**src/rtl/sdram_bus_arbiter.sv**
```systemverilog
`default_nettype none
// ============================================================================
// Module   : sdram_bus_arbiter
// Function : Round-robin share of the SDRAM controller bus port among N masters
// Revision : 1.0
// ============================================================================
module sdram_bus_arbiter #(
  parameter int N  = 2,
  parameter int DW = 16,
  parameter int AW = 24
) (
  input  logic                   clk,
  input  logic                   rst,
  input  logic [N-1:0]           m_read,
  input  logic [N-1:0]           m_write,
  input  logic [N*AW-1:0]        m_addr,
  input  logic [N-1:0]           m_burst,
  input  logic [N*3-1:0]         m_burst_len,
  input  logic [N*DW-1:0]        m_wdata,
  input  logic [N*2-1:0]         m_byteenable,
  output logic [N-1:0]           m_ready,
  output logic [N-1:0]           m_rvalid,
  output logic [DW-1:0]          m_rdata,
  output logic                   bus_read,
  output logic                   bus_write,
  output logic [AW-1:0]          bus_addr,
  output logic                   bus_burst,
  output logic [2:0]             bus_burst_len,
  output logic [DW-1:0]          bus_wdata,
  output logic [1:0]             bus_byteenable,
  input  logic                   bus_ready,
  input  logic                   bus_rvalid,
  input  logic [DW-1:0]          bus_rdata,
  output logic [$clog2(N)-1:0]   owner,
  output logic                   stray_rvalid
);

  localparam int OW = $clog2(N);

  typedef enum logic [1:0] {
    S_IDLE  = 2'd0,
    S_CMD   = 2'd1,
    S_WDATA = 2'd2,
    S_RWAIT = 2'd3
  } state_t;

  state_t        r_state, w_state_nxt;
  logic [OW-1:0] r_owner, w_owner_nxt;
  logic [OW-1:0] r_last, w_last_nxt;
  logic [3:0]    r_cnt, w_cnt_nxt;
  logic          r_stray;

  logic [N-1:0]  w_req;
  logic [OW-1:0] w_winner;
  int            w_idx;

  logic          w_rd, w_wr, w_burst;
  logic [AW-1:0] w_addr;
  logic [2:0]    w_len;
  logic [DW-1:0] w_wdata;
  logic [1:0]    w_be;
  logic [3:0]    w_beats;

  assign w_req   = m_read | m_write;
  assign w_rd    = m_read[r_owner];
  assign w_wr    = m_write[r_owner];
  assign w_burst = m_burst[r_owner];
  assign w_addr  = m_addr[r_owner*AW +: AW];
  assign w_len   = m_burst_len[r_owner*3 +: 3];
  assign w_wdata = m_wdata[r_owner*DW +: DW];
  assign w_be    = m_byteenable[r_owner*2 +: 2];

  assign owner        = r_owner;
  assign stray_rvalid = r_stray;
  assign m_rdata      = bus_rdata;

  always_comb begin
    w_beats = 4'd1;
    if (w_burst) begin
      case (w_len)
        3'd0:    w_beats = 4'd1;
        3'd1:    w_beats = 4'd2;
        3'd2:    w_beats = 4'd4;
        default: w_beats = 4'd8;
      endcase
    end
  end

  // Scan downward so the requester closest after r_last is the final assignment.
  always_comb begin
    w_winner = r_last;
    w_idx    = 0;
    for (int k = N; k >= 1; k--) begin
      w_idx = int'(r_last) + k;
      if (w_idx >= N) w_idx = w_idx - N;
      if (w_req[w_idx]) w_winner = OW'(w_idx);
    end
  end

  always_comb begin
    w_state_nxt    = r_state;
    w_cnt_nxt      = r_cnt;
    w_owner_nxt    = r_owner;
    w_last_nxt     = r_last;
    bus_read       = 1'b0;
    bus_write      = 1'b0;
    bus_addr       = '0;
    bus_burst      = 1'b0;
    bus_burst_len  = '0;
    bus_wdata      = '0;
    bus_byteenable = '0;
    m_ready        = '0;
    m_rvalid       = '0;
    if (r_state != S_IDLE) begin
      bus_addr       = w_addr;
      bus_burst      = w_burst;
      bus_burst_len  = w_len;
      bus_wdata      = w_wdata;
      bus_byteenable = w_be;
    end
    case (r_state)
      S_IDLE: begin
        if (|w_req) begin
          w_owner_nxt = w_winner;
          w_last_nxt  = w_winner;
          w_state_nxt = S_CMD;
        end
      end
      S_CMD: begin
        bus_write = w_wr;
        bus_read  = w_rd & ~w_wr;
        m_ready[r_owner] = bus_ready & (w_wr | w_rd);
        if (!(w_wr | w_rd)) begin
          w_state_nxt = S_IDLE;
        end else if (bus_ready) begin
          if (w_wr) begin
            w_cnt_nxt   = w_beats - 4'd1;
            w_state_nxt = (w_beats == 4'd1) ? S_IDLE : S_WDATA;
          end else begin
            w_cnt_nxt   = w_beats;
            w_state_nxt = S_RWAIT;
          end
        end
      end
      S_WDATA: begin
        bus_write        = w_wr;
        m_ready[r_owner] = bus_ready & w_wr;
        if (bus_ready && w_wr) begin
          w_cnt_nxt = r_cnt - 4'd1;
          if (r_cnt == 4'd1) w_state_nxt = S_IDLE;
        end
      end
      S_RWAIT: begin
        m_rvalid[r_owner] = bus_rvalid;
        if (bus_rvalid) begin
          w_cnt_nxt = r_cnt - 4'd1;
          if (r_cnt == 4'd1) w_state_nxt = S_IDLE;
        end
      end
      default: w_state_nxt = S_IDLE;
    endcase
  end

  always_ff @(posedge clk) begin
    if (rst) begin
      r_state <= S_IDLE;
      r_owner <= '0;
      r_last  <= OW'(N - 1);
      r_cnt   <= '0;
      r_stray <= 1'b0;
    end else begin
      r_state <= w_state_nxt;
      r_owner <= w_owner_nxt;
      r_last  <= w_last_nxt;
      r_cnt   <= w_cnt_nxt;
      if (bus_rvalid && r_state != S_RWAIT) r_stray <= 1'b1;
    end
  end

endmodule
`default_nettype wire

```
**config.mk**
```make
export PLATFORM = sky130hd
export DESIGN_NAME = sdram_bus_arbiter
export DESIGN_NICKNAME = d
export VERILOG_FILES = /design/src/rtl/sdram_bus_arbiter.sv
export SDC_FILE = /design/constraint.sdc
export NUM_CORES = 1
export LEC_CHECK = 0
export CORE_ASPECT_RATIO = 0.9
export CORE_MARGIN = 5
export CORE_UTILIZATION = 25
export CTS_CLUSTER_DIAMETER = 50
export DETAILED_ROUTE_END_ITERATION = 6
export PLACE_DENSITY = 0.81
export SLEW_MARGIN = 5
export SYNTH_ARGS = -nofsm -noshare
export SYNTH_HDL_FRONTEND = slang
export SYNTH_SLANG_ARGS = --single-unit
```
**constraint.sdc**
```tcl
create_clock -name clk -period 2.05 [get_ports clk]
set_input_delay 0.5125 -clock clk [delete_from_list [all_inputs] [get_ports clk]]
set_output_delay 0.5125 -clock clk [all_outputs]
set_load 0.05 [all_outputs]
```
==> flow_metrics.py <==
metrics = {
    "floorplan": {
        "die_h_um": 86.6,
        "start_util_pct": 25.3,
        "core-area_um2": 6450,
        "rows": 28,
        "io_pins": 186,
        "die_x_um": 95.1,
        "fp.dieArea_um2": 8240,
    },
    "detailed_routing": {
        "vias": 2244,
        "first_iter_violations": 74,
        "drt_first_pass_iters": 4,
        "routed_wl_mm": 7.62,
        "viasPerCell": 4.76,
        "wl_per_cell_um": 16.2,
        "final_antenna_net_count": 0,
        "drc": 0,
    },
    "power_and_ir_drop": {
        "leakage_uw": 0.00158,
        "finalPower_uw": 4780,
        "ir_drop_mv": 0.851,
        "p_per_area_nw_per_um2": 1130,
    },
    "clocking": {
        "h-tree-depth": 1,
        "cts-root-buf": "clkbuf_8",
        "clockBufferDepth": 2,
        "cts_tree": "yes",
        "clk-insertion-delay-late_ns": 0.24,
        "cts_hold_buffers": 0,
        "cts_made_buffers": 3,
        "clk_pin_slew_ns": 0.05,
        "clock-sinks": 9,
    },
    "critical_path": {
        "path_delay_family": "flip-flops",
        "cp-start-kind": "register",
        "worstPathMaxFanout": 24,
        "arrival_ns": 1.50,
        "path_buf_inv": 2,
        "endpoint_kind": "primary output",
        "startpoint": "owner$_SDFFE_PP0P_",
        "reg2reg_from": "owner$_SDFFE_PP0P_",
        "crit_slowest_cell": "dfxtp_4",
        "path_cells": "buf_12, mux2i_2, nor2_4, buf_4",
        "cp.required_ns": 1.54,
        "critPathKind": "register to primary output",
        "slowest_delay_ns": 0.44,
    },
    "grt": {
        "antenna_found_initial": 0,
        "first_global_vias": 2440,
        "grt_first_pass_wirelength_mm": 11.6,
        "grt_usage_pct": 17.5,
        "grt_max_degree": 25,
        "grt-ovfl-total": 0,
    },
    "cells_and_area": {
        "area.growth.synth_to_final_pct": 160,
        "finalNetCount": 506,
        "layout-drive-gt1-share_pct": 43.6,
        "n_antenna_cell": 0,
        "finalNonFillerCells": 471,
        "fin_util_pct": 65.7,
    },
    "job": {
        "maxCapViolCount": 0,
    },
    "logic_synthesis": {
        "synth_xor_area_share_pct": 1.07,
        "synth_top_family_by_area": "multiplexers",
        "synthDistinctLibCells": 38,
        "synthMuxAreaShare_pct": 30.2,
        "synth_compound_area_share_pct": 12.4,
        "ys_seq_area_share_pct": 11.1,
        "synth_edf_count": 0,
        "yosys.area.top_type_share_pct": 28.9,
        "synth_area_um2": 1630,
        "synth.cells.most_frequent": "nor2_1 (57), mux2i_1 (47), buf_4 (16)",
        "synth_ff_type": "dfxtp_1",
        "synth_nets": 354,
        "synth_most_common_cell": "nor2_1",
        "synth-adder-area-share_pct": 6.14,
        "synth_seq_cells": 9,
        "syn_inst": 230,
        "yosysTopAreaCell": "mux2i_1",
        "yosys_warnings": 0,
        "syn_avg_cell_area_um2": 7.09,
        "yosys.area_share.simple_pct": 25.6,
        "async_flop_share_pct": 0,
        "synthTopCellsByArea": "mux2i_1 (29%), nor2_1 (13%), dfxtp_1 (11%), buf_4 (7.4%), ha_1 (6.1%)",
    },
    "placed_design": {
        "hpwl_mm": 6.27,
        "gp_congestion": 0.894,
        "port_buffers": 153,
        "placedCellCount": 462,
    },
    "sta": {
        "rsz0062_at_grt": "true",
        "finalHoldViolations": 0,
        "hold_slack_ns": 0.492,
        "min_period_ns": 2.02,
        "slew_headroom_pct": 67.3,
        "maxSlewViolCount": 0,
        "post-route-period-util_pct": 98.3,
        "max_freq_mhz": 496,
        "worst_pin_slew_ns": 0.489,
        "setup-violations-final": 0,
        "skew_ns": 0.00163,
    },
    "hold_path": {
        "hold_path_class": "register to register",
        "hold_path_startpoint": "stray_rvalid$_SDFFE_PP0P_",
    },
    "run_status": {
        "status": "complete, no violations",
    },
}
-- per-layer routing --
metal / vias up / track usage [%] / wire (µm)
li1: 1093 / - / -
met1: 1030 / 18.7 / 2610
met2: 108 / 33.0 / 4160
met3: 13 / 5.21 / 735
met4: 0 / 4.59 / 110
met5: - / 0 / 0
-- through the flow --
step | setup WS, ns | instance area, µm² | setup TNS [ns]
3_5_place_dp | -0.347 | 4040 | -2.39
6_report | 0.0340 | 4240 | 0
4_1_cts | 0.00312 | 4140 | 0
5_1_grt | -0.0358 | 4240 | -0.111
2_1_floorplan | -0.106 | 2040 | -0.460
3_3_place_gp | -0.311 | 4040 | -2.02
-- tightest hold or removal path: cells and delay by family, from the launching register on --
family	cells	cell delay [ns]
flops	1	0.34
simple gates	1	0.07
compound gates	1	0.05
-- path summary, 6_finish.rpt --
path / endpoint / slack, ns / cells past startpoint
hold reg to reg: stray_rvalid$_SDFFE_PP0P_ / 0.49 / 2
hold / removal: stray_rvalid$_SDFFE_PP0P_ / 0.49 / 2
setup / recovery: bus_wdata[6] / 0.03 / 4
setup reg to reg: r_state[1]$_SDFFE_PP0P_ / 0.06 / 6
-- cell families after synthesis --
group | count (synthesis)
AO/OA/AOI/OAI | 29
XOR/XNOR | 2
adder cells (fa/ha/maj) | 8
buffers and inverters | 39
flip-flops | 9
multiplexers | 49
AND/OR/NAND/NOR | 94
-- flip-flops by register name (all words and copies together), names as in the netlist --
register      cells
stray_rvalid      1
r_cnt             4
owner             1
r_last            1
r_state           2
-- power breakdown --
part	switching [µW]	internal [µW]	leakage, µW	total, µW
Sequential	54.1	222	0.0000754	276
Clock	84.3	137	0.0000228	221
Combinational	2370	1920	0.00148	4290
Total	2510	2280	0.00158	4780
-- cells in the final DEF (no fill, tap or decap), types with 6 or more instances in the layout --
master and instances:
buf_12 43, buf_4 33, clkdlybuf4s50_1 88, dfxtp_1 6, dlygate4sd2_1 6, ha_1 6
inv_1 8, mux2i_1 27, mux2i_2 20, nand2_1 9, nor2_1 7, nor2_4 47
-- cell type report --
class | count | area, µm²
fill | 523 | 2210
timing repair buffer | 177 | 2140
sequential | 9 | 186
inverter | 9 | 33.8
clock buffer | 4 | 45.0
multi-input combinational | 182 | 1720
tap | 90 | 113
-- repair_timing --
| action | CTS | global route |
|---|---|---|
| gates resized for setup | 25 | 22 |
| endpoints found under the setup margin | 21 | 16 |
| setup buffers | 4 | 1 |
| pin swaps | 4 | 5 |
| gates cloned | 0 | 0 |
(Power assumes the default switching activity.)
